===== src/rtl/mem_port_arbiter.sv =====
// Round-robin arbiter/sequencer sharing the single-ported memory between fetch (rq0) and load/store (rq1).
// Optional WAIT timeout with error completion: define MEM_PORT_ARB_TIMEOUT_EN.
module mem_port_arbiter #(
  parameter int ADDR_W  = 10,
  parameter int DATA_W  = 32,
  parameter int TIMEOUT = 16
) (
  input  logic              clk,
  input  logic              rst,
  input  logic              rq0_read,
  input  logic              rq0_write,
  input  logic [ADDR_W-1:0] rq0_addr,
  input  logic [DATA_W-1:0] rq0_wdata,
  output logic              rq0_gnt,
  output logic [DATA_W-1:0] rq0_rdata,
  output logic              rq0_done,
  output logic              rq0_err,
  input  logic              rq1_read,
  input  logic              rq1_write,
  input  logic [ADDR_W-1:0] rq1_addr,
  input  logic [DATA_W-1:0] rq1_wdata,
  output logic              rq1_gnt,
  output logic [DATA_W-1:0] rq1_rdata,
  output logic              rq1_done,
  output logic              rq1_err,
  output logic              mem_read,
  output logic              mem_write,
  output logic [ADDR_W-1:0] mem_rd_addr,
  output logic [ADDR_W-1:0] mem_wr_addr,
  output logic [DATA_W-1:0] mem_wr_data,
  input  logic [DATA_W-1:0] mem_rd_data,
  input  logic              mem_wr_done,
  input  logic              mem_rd_done
);
  typedef enum logic [1:0] {IDLE, ISSUE, WAIT, RESP} state_t;

  state_t state, state_nxt;

  logic [1:0]             pend, wr_req;
  logic [1:0][ADDR_W-1:0] rq_addr;
  logic [1:0][DATA_W-1:0] rq_wdata;
  logic [1:0][DATA_W-1:0] rdata_q;
  logic                   last, owner, op_wr, sel;
  logic                   match_done, timeout_hit;

  assign pend     = {rq1_read | rq1_write, rq0_read | rq0_write};
  assign wr_req   = {rq1_write, rq0_write};
  assign rq_addr  = {rq1_addr, rq0_addr};
  assign rq_wdata = {rq1_wdata, rq0_wdata};

  // Under contention the requester that was not served last wins.
  assign sel        = (pend == 2'b11) ? ~last : pend[1];
  assign match_done = op_wr ? mem_wr_done : mem_rd_done;

`ifdef MEM_PORT_ARB_TIMEOUT_EN
  localparam int CNT_W = $clog2(TIMEOUT + 1);
  localparam logic [CNT_W-1:0] CNT_LAST = CNT_W'(TIMEOUT - 1);
  logic [CNT_W-1:0] cnt;
  logic             err_q;

  always_ff @(posedge clk or posedge rst) begin
    if (rst)                 cnt <= '0;
    else if (state == ISSUE) cnt <= '0;
    else if (state == WAIT)  cnt <= cnt + 1'b1;
  end

  always_ff @(posedge clk or posedge rst) begin
    if (rst)                                               err_q <= 1'b0;
    else if (state == IDLE)                                err_q <= 1'b0;
    else if (state == WAIT && !match_done && timeout_hit) err_q <= 1'b1;
  end

  assign timeout_hit = (cnt == CNT_LAST);
  assign rq0_err     = rq0_done & err_q;
  assign rq1_err     = rq1_done & err_q;
`else
  assign timeout_hit = 1'b0;
  assign rq0_err     = 1'b0;
  assign rq1_err     = 1'b0;
`endif

  always_ff @(posedge clk or posedge rst) begin
    if (rst) state <= IDLE;
    else     state <= state_nxt;
  end

  always_comb begin
    state_nxt = state;
    case (state)
      IDLE:  if (|pend) state_nxt = ISSUE;
      ISSUE: state_nxt = WAIT;
      WAIT:  if (match_done || timeout_hit) state_nxt = RESP;
      RESP:  state_nxt = IDLE;
      default: state_nxt = IDLE;
    endcase
  end

  always_ff @(posedge clk or posedge rst) begin
    if (rst) begin
      last        <= 1'b1;
      owner       <= 1'b0;
      op_wr       <= 1'b0;
      mem_rd_addr <= '0;
      mem_wr_addr <= '0;
      mem_wr_data <= '0;
      rdata_q     <= '0;
    end else begin
      case (state)
        IDLE: if (|pend) begin
          owner <= sel;
          op_wr <= wr_req[sel];
          if (wr_req[sel]) begin
            mem_wr_addr <= rq_addr[sel];
            mem_wr_data <= rq_wdata[sel];
          end else begin
            mem_rd_addr <= rq_addr[sel];
          end
        end
        WAIT: begin
          // Write completions leave the owner's read data untouched.
          if (match_done) begin
            if (!op_wr) rdata_q[owner] <= mem_rd_data;
          end else if (timeout_hit) begin
            rdata_q[owner] <= '0;
          end
        end
        RESP: last <= owner;
        default: ;
      endcase
    end
  end

  assign mem_write = (state == ISSUE) &  op_wr;
  assign mem_read  = (state == ISSUE) & ~op_wr;
  assign rq0_gnt   = (state == ISSUE) & ~owner;
  assign rq1_gnt   = (state == ISSUE) &  owner;
  assign rq0_done  = (state == RESP)  & ~owner;
  assign rq1_done  = (state == RESP)  &  owner;
  assign rq0_rdata = rdata_q[0];
  assign rq1_rdata = rdata_q[1];
endmodule


===== config.mk =====
export PLATFORM = sky130hd
export DESIGN_NAME = mem_port_arbiter
export DESIGN_NICKNAME = d
export VERILOG_FILES = /design/src/rtl/mem_port_arbiter.sv
export SDC_FILE = /design/constraint.sdc
export NUM_CORES = 1
export LEC_CHECK = 0
export BUFFER_PORTS_ARGS = -buffer_cell sky130_fd_sc_hd__buf_4
export CORE_MARGIN = 1.5
export CORE_UTILIZATION = 30
export DETAILED_ROUTE_END_ITERATION = 10
export SLEW_MARGIN = 0
export SYNTH_ARGS = -nofsm -noshare
export SYNTH_HDL_FRONTEND = slang
export SYNTH_SLANG_ARGS = --single-unit

===== constraint.sdc =====
create_clock -name clk -period 5.8 [get_ports clk]
set_clock_uncertainty 0.2 [all_clocks]
set_input_delay 1.45 -clock clk [delete_from_list [all_inputs] [get_ports clk]]
set_output_delay 1.45 -clock clk [all_outputs]
set_load 0.005 [all_outputs]

# Word level (Yosys, flattened, before mapping)
# Cells that the tools add are included.
# word_totals
regBits	121
wordCells	52
# classes
n_lt_le_gt_ge	3
n_eq_ne	6
mux	14
bitwise_logic	12
n_reduce_logical	8
# ops
op	n
$mux W32	3
$bwmux W64	1
$demux W32 S1	1
$mux W10	2
$reduce_and A3 Y1	3
$pmux W2 S4	1
$and A1 B1 Y1	6
$eq A2 B2 Y1 const B	3
$lt A1 B2 Y1 const B	2
$mux W1	4
$mux W2	2
$ne A2 B2 Y1 const B	2
$not A1 Y1	4
$reduce_and A2 Y1	2
$eq A2 B1 Y1 const B	1
$logic_not A2 Y1	1
$or A1 B1 Y1	2
$reduce_or A2 Y1	1
$ge A1 B1 Y1 const B	1
$logic_and A1 B1 Y1	1

# Depth between registers and ports, before layout
# Gate-level depths: netlist of run 1.
# depth
ltp_word	7
ltp_mapped	6
ltp_nobuf	4

# Least setup slack after synthesis of run 1
# Ideal clock, no wire load.
# synth_path
path_type	input -> register
from	input rq0_read
to	register mem_wr_addr[7]
setup_ns	0.125
arrival_ns	2.576
slack_ns	2.899
stages	6
path_buffers	2
path_cell_list	nor2_1 o22a_1 buf_6 buf_6 mux2_4 mux2_2
# synth_via
elab_chain_cells	6
elab_cells_between_ends	9
cone_classes	eq/ne (1); mux (5); bitwise (1); reduce/logical (2)
# synth_rtl
element	line	rtl
from (decl)	10	input logic rq0_read,
$or A1 B1 Y1 *	46	assign pend = {rq1_read | rq1_write, rq0_read | rq0_write};
$eq A2 B2 Y1	52	assign sel = (pend == 2'b11) ? ~last : pend[1];
$mux W1	52	
$mux W1 (implied by the code) (2 in a row)	112	if (wr_req[sel]) begin
$reduce_and A3 Y1 (no source line)	-	
to (signal assigned)	113	mem_wr_addr <= rq_addr[sel];
to (decl)	29	output logic [ADDR_W-1:0] mem_wr_addr,
# Every way passes the cells marked *; elsewhere a longest branch is shown, timed or not. The select of a mux whose other input is x is not followed.
# A chain may end at the register's enable or synchronous reset.

# Worst setup path after layout of run 1
# layout_path
from	input rq0_read
to	register mem_wr_data[9]
# layout_via
elab_chain_cells	6
elab_cells_between_ends	9
cone_classes	eq/ne (1); mux (5); bitwise (1); reduce/logical (2)
# layout_rtl
element	line	rtl
$or A1 B1 Y1 *	46	
$eq A2 B2 Y1	52	
$mux W1	52	
$mux W1 (implied by the code) (2 in a row)	112	
$reduce_and A3 Y1 (no source line)	-	
to (signal assigned)	114	mem_wr_data <= rq_wdata[sel];
to (decl)	30	output logic [DATA_W-1:0] mem_wr_data,
# Marks and branches as above.

==> flow_summary.toml, run 1 <==
[cells_and_area]
n_fill_cell = 1576
diodes = 0
syn2layout_area_growth_pct = 47.5
final_area_um2 = 7900
drive_above_1_share_pct = 73.0
regArea_um2 = 3030
num-nets-final = 715
multi_input_area_um2 = 2190

[worst_setup_path]
crit_arrival_ps = 3470
critPathKind = "input pin to register"
startpoint_type = "input pin"
critical_path.max_fanout = 23
crit_path_frequent_cell = "buf_4"
critPathBufInv = 2
path_depth = 6
critPathSlowestCell = "o22a_2"
required_ps = 5890
cp_cell_sequence = "buf_4 -> nor2_1 -> o22a_2 -> buf_4 -> mux2_4 -> mux2_2"
critPathMaxStageDelay_ps = 620
end_kind = "register"
r2r_cells = 5
critPathTopFamily = "buffers and inverters"

[synth]
synthCells = 337
ys_types = 30
yosysTopAreaCell = "dfrtp_1"
yosysMostFrequentCell = "dfrtp_1"
ys_warn_count = 0
syn_avg_cell_area_um2 = 15.9
synth-edff-count = 0
async_reset_ff_share_pct = 100
synth_ff_type = "dfrtp_1"
ys_ff_latch = 121
synth_seq_area_share_pct = 56.6
syn_area_um2 = 5350
synthTopCellsByArea = "dfrtp_1 56%, mux2_2 24%, mux2_4 11%"
synth_top_area_share_pct = 56.1
synth_commonest_cells = "120 x dfrtp_1, 116 x mux2_2, 39 x mux2_4"

[clock_tree]
cts_setup_buffers = 0
cts_resized = 0
cts_made_buffers = 17
clkTransAtPathRegs_ps = 50
cts_tree = "done"
htreeDepth = 4
root_buffer = "clkbuf_16"
clk_latency_ps = 400
clockBufferDepth = 2
cts_hold_buf = 0
cts_sinks = 121

[power_and_ir_drop]
leakage_nw = 3.90
power.sequential.fraction_pct = 36.8
ir_drop_mv = 0.195
p_int_mw = 2.93
switching_share_pct = 28.2
power_switching_mw = 1.15
comb_power_share_pct = 40.3
power_density_nw_per_um2 = 517
clkPwrFrac_pct = 22.9

[sta]
fin_crit_ps = 3390
worst_slack_ps = 2410
fin_crit_sh_pct = 58.4
grt_setup_unrepaired = "false"
final.setup.tns_ps = 0
maxSlewHeadroom_pct = 15.5
worstMarginPinSlew_ps = 1260
setup_viol = 0
slew_violations = 0
fmax_mhz = 295
final-hold-violation-count = 0

[global_routing]
overflow = 0
antenna_found_initial = 0
grt_max_degree = 49
grt_pass1_wl_um = 21200
grt_pass1_vias = 4036
grt.total_usage_pct = 15.1

[place]
place.gp.congestion = 0.766
portBuffers = 245
dp_slack_ps = 1980
dp_hpwl_um = 10200
post_dp_cell_area_um2 = 7390

[floorplan]
io_pins = 248
die_y_um = 137
chipWidth_um = 137
start_util_pct = 30.8
num_rows = 48
die_area_um2 = 18700
core_um2 = 17400

[route]
drc = 0
ant_nets = 0
firstDrtPassIters = 4
viasPerCell = 4.49
vias = 3690
totalWireLength_um = 13700
routedWlPerCell_um = 16.7
drt_iter0_drc = 82

[run_status]
status = "finished, final reports clean"

[run]
drv_cap = 0

[worst_hold_path]
hp-class = "register to register"
holdPathStages = 1
-- power by group through the flow --
stage          Sequential, mW  Clock [mW]  Combinational (mW)
2_1_floorplan            1.52           0               0.775
3_5_place_dp             1.52           0                1.68
3_3_place_gp             1.51           0                1.65
5_1_grt                  1.56        1.01                1.78
6_report                 1.50       0.933                1.64
4_1_cts                  1.51       0.960                1.68
-- layout make-up --
cell class / instances / share of cell area, %
sequential: 121 / 38.4
multi-input combinational: 193 / 27.7
timing repair buffer: 249 / 23.7
clock buffer: 23 / 5.80
tap: 225 / 3.57
clock inverter: 5 / 0.634
inverter: 5 / 0.269
-- through the flow --
| stage | util [%] | hold slack, ps | cells | power, mW |
|---|---|---|---|---|
| finish | 45.5 | 285 | 821 | 4.08 |
| global route | 45.5 | 315 | 821 | 4.35 |
| CTS | 45.5 | 290 | 821 | 4.15 |
| detailed placement | 42.6 | 278 | 793 | 3.20 |
| global placement | 42.6 | 274 | 793 | 3.15 |
| floorplan | - | 265 | 338 | 2.29 |
-- logic make-up (layout without fill, tap and decap cells) --
family | after synthesis | count (layout) | synth area share [%]
multiplexers | 159 | 159 | 36.2
flip-flops | 121 | 121 | 56.6
buffers and inverters | 24 | 282 | 2.78
AND/OR/NAND/NOR | 16 | 16 | 1.89
AO/OA/AOI/OAI | 12 | 12 | 1.57
adder cells (fa/ha/maj) | 4 | 4 | 0.935
other | 1 | 2 | 0.0700
-- layout by cell type (no fill, tap or decap) --
cell,instances
mux2_4,39
clkbuf_1,5
a21boi_0,1
inv_1,3
clkinv_2,4
o22a_2,1
inv_4,1
nor2_1,3
a21bo_2,1
o21bai_1,1
buf_4,249
conb_1,2
bufinv_16,1
o21ai_0,1
clkbuf_8,1
nand2_1,1
o21a_1,1
dfstp_2,1
clkbuf_16,17
nor2b_1,4
nand3_2,1
a32oi_1,1
and3_2,1
nand2b_1,2
o21ai_1,1
ha_1,4
inv_2,1
mux2_2,116
and2_1,3
mux2_1,4
a21oi_1,3
o22a_1,1
nor3b_4,1
dfrtp_1,120
-- flip-flops by register name (all words and copies together), names as in the netlist --
name,flops
last,1
mem_rd_addr,10
mem_wr_addr,10
mem_wr_data,32
op_wr,1
owner,1
rq0_rdata,32
rq1_rdata,32
state,2
-- metal layers --
layer | GRT usage (%) | up-vias | share of wire, %
li1 | - | 1694 | -
met1 | 17.0 | 1831 | 40
met2 | 25.7 | 139 | 51
met3 | 4.89 | 26 | 6.8
met4 | 7.33 | 0 | 2.8
met5 | 0 | - | 0
-- path summary, 6_finish.rpt --
path / slack, ps / startpoint / endpoint
max: 2410 / rq0_read / mem_wr_data[9]
min: 280 / mem_wr_addr[6] / mem_wr_addr[6]
max reg2reg: 3030 / state[0] / mem_wr_data[4]
min reg2reg: 280 / mem_wr_addr[6] / mem_wr_addr[6]
max in group asynchronous: 3590 / rst / mem_wr_data[27]
min in group asynchronous: 850 / rst / rq0_rdata[11]
Power figures use the tool's default switching activity.
==> inputs of run 2 (changes only) <==
==> constraint.sdc (replaced) <==
create_clock -name clk -period 3.2 [get_ports clk]
set_clock_uncertainty 0.2 [all_clocks]
set_input_delay 0.8 -clock clk [delete_from_list [all_inputs] [get_ports clk]]
set_output_delay 0.8 -clock clk [all_outputs]
set_load 0.005 [all_outputs]
==> run 2 against run 1 <==
Power grew 89%. Clock-buffer cell count shrank 4. Via count grew 0.24%. Non-clock buffer count grew 2. Clock power grew 110%. Die area is the same. Combinational power grew 84%. Largest cell class unchanged.
==> flow_summary.toml, run 2 (same netlist as run 1, synthesis figures left out) <==
[worst_setup_path]
rrSetupSlack_ps = 1140
crit_arrival_ps = 1380
critPathKind = "register to output pin"
required_ps = 2200
end_kind = "output pin"
startpoint_type = "register"
critical_path.max_fanout = 4

[clock_tree]
root_buffer = "clkbuf_16"
cts_setup_buffers = 0
cts_tree = "done"
cts_resized = 0
cts_hold_buf = 0
clockBufferDepth = 2
htreeDepth = 4
cts_sinks = 121
cts_made_buffers = 17
clkTransAtPathRegs_ps = 60
clk_latency_ps = 400

[sta]
worstMarginPinSlew_ps = 651
fmax_mhz = 420
slew_violations = 0
setup_viol = 0
fin_crit_ps = 2380
fin_crit_sh_pct = 74.5
grt_setup_unrepaired = "false"
final-hold-violation-count = 0
maxSlewHeadroom_pct = 56.6
holdWs_ps = 293
final.setup.tns_ps = 0

[route]
met3_wirelength_um = 918
drt_iter0_drc = 79
totalWireLength_um = 13500
highest_layer = "met4"
wl_met1_um = 5140
drc = 0
wl_met2_um = 7030
vias = 3699
firstDrtPassIters = 4
ant_nets = 0
viasPerCell = 4.47
routedWlPerCell_um = 16.3

[global_routing]
antenna_found_initial = 0
grt_pass1_wl_um = 21000
grt_max_degree = 122
grt_pass1_vias = 4050
grt.total_usage_pct = 14.8
overflow = 0

[power_and_ir_drop]
leakage_nw = 3.96
ir_drop_mv = 0.414
power_density_nw_per_um2 = 956
finalPower_mw = 7.71

[cells_and_area]
num-nets-final = 717
syn2layout_area_growth_pct = 50.6
layout_commonest_cell = "buf_4"
n_fill_cell = 1576
fin_util_pct = 46.5
final_area_um2 = 8070
layout_common_cells = "247 x buf_4, 120 x dfrtp_1, 116 x mux2_2"
drive_above_1_share_pct = 73.8
diodes = 0

[worst_hold_path]
hp-class = "register to register"

[floorplan]
num_rows = 48
core_um2 = 17400
start_util_pct = 30.8
die_area_um2 = 18700
die_y_um = 137
io_pins = 248
chipWidth_um = 137

[place]
post_dp_cell_area_um2 = 7450
place.gp.congestion = 0.729
dp_hpwl_um = 9660
portBuffers = 245

[run]
drv_cap = 0

[run_status]
status = "finished, final reports clean"
run 2: changes by cell type in the layout (fill, tap and decap cells not counted), sizes merged:
cell / previous run / this run
clkbuf: 23 / 19
bufinv: 1 / 4
clkinv: 4 / 7
clkinvlp: 0 / 3
buf: 249 / 251
inv: 5 / 4
run 2: stage by stage:
step	setup slack, ps	std cells
detailed placement	460	795
finish	817	827
global route	701	827
floorplan	717	338
global placement	531	795
CTS	797	827
run 2: final timing paths:
path | cells past startpoint | end | from
setup / recovery | 3 | rq1_gnt | state[0]
hold / removal | 1 | mem_wr_addr[4] | mem_wr_addr[4]
setup reg to reg | 5 | mem_wr_data[8] | last
hold reg to reg | 1 | mem_wr_addr[4] | mem_wr_addr[4]
max in group asynchronous | 3 | mem_wr_addr[3] | rst
min in group asynchronous | 3 | rq0_rdata[23] | rst
run 2: layer usage:
| metal | up-vias | global-route usage (%) |
|---|---|---|
| met4 | 0 | 6.97 |
| met5 | - | 0 |
| met3 | 24 | 4.70 |
| met1 | 1827 | 16.3 |
| met2 | 141 | 25.9 |
| li1 | 1707 | - |
run 2: critical path, stage by stage (launching register included):
cell and delay [ps]:
dfrtp_1 420, ha_1 260, and2_1 170, buf_4 130
run 2: layout make-up:
class	instances	area [µm²]	area share, %
Clock inverter	13	178	2.20
Sequential cell	121	3030	37.6
Tap cell	225	282	3.49
Inverter	5	22.5	0.279
Clock buffer	19	433	5.37
Multi-Input combinational cell	193	2190	27.1
Timing Repair Buffer	251	1930	24.0
run 2: where the power goes:
group	switching [mW]	internal (mW)
sequential	0.416	2.31
clock	0.686	1.30
combinational	1.04	1.97
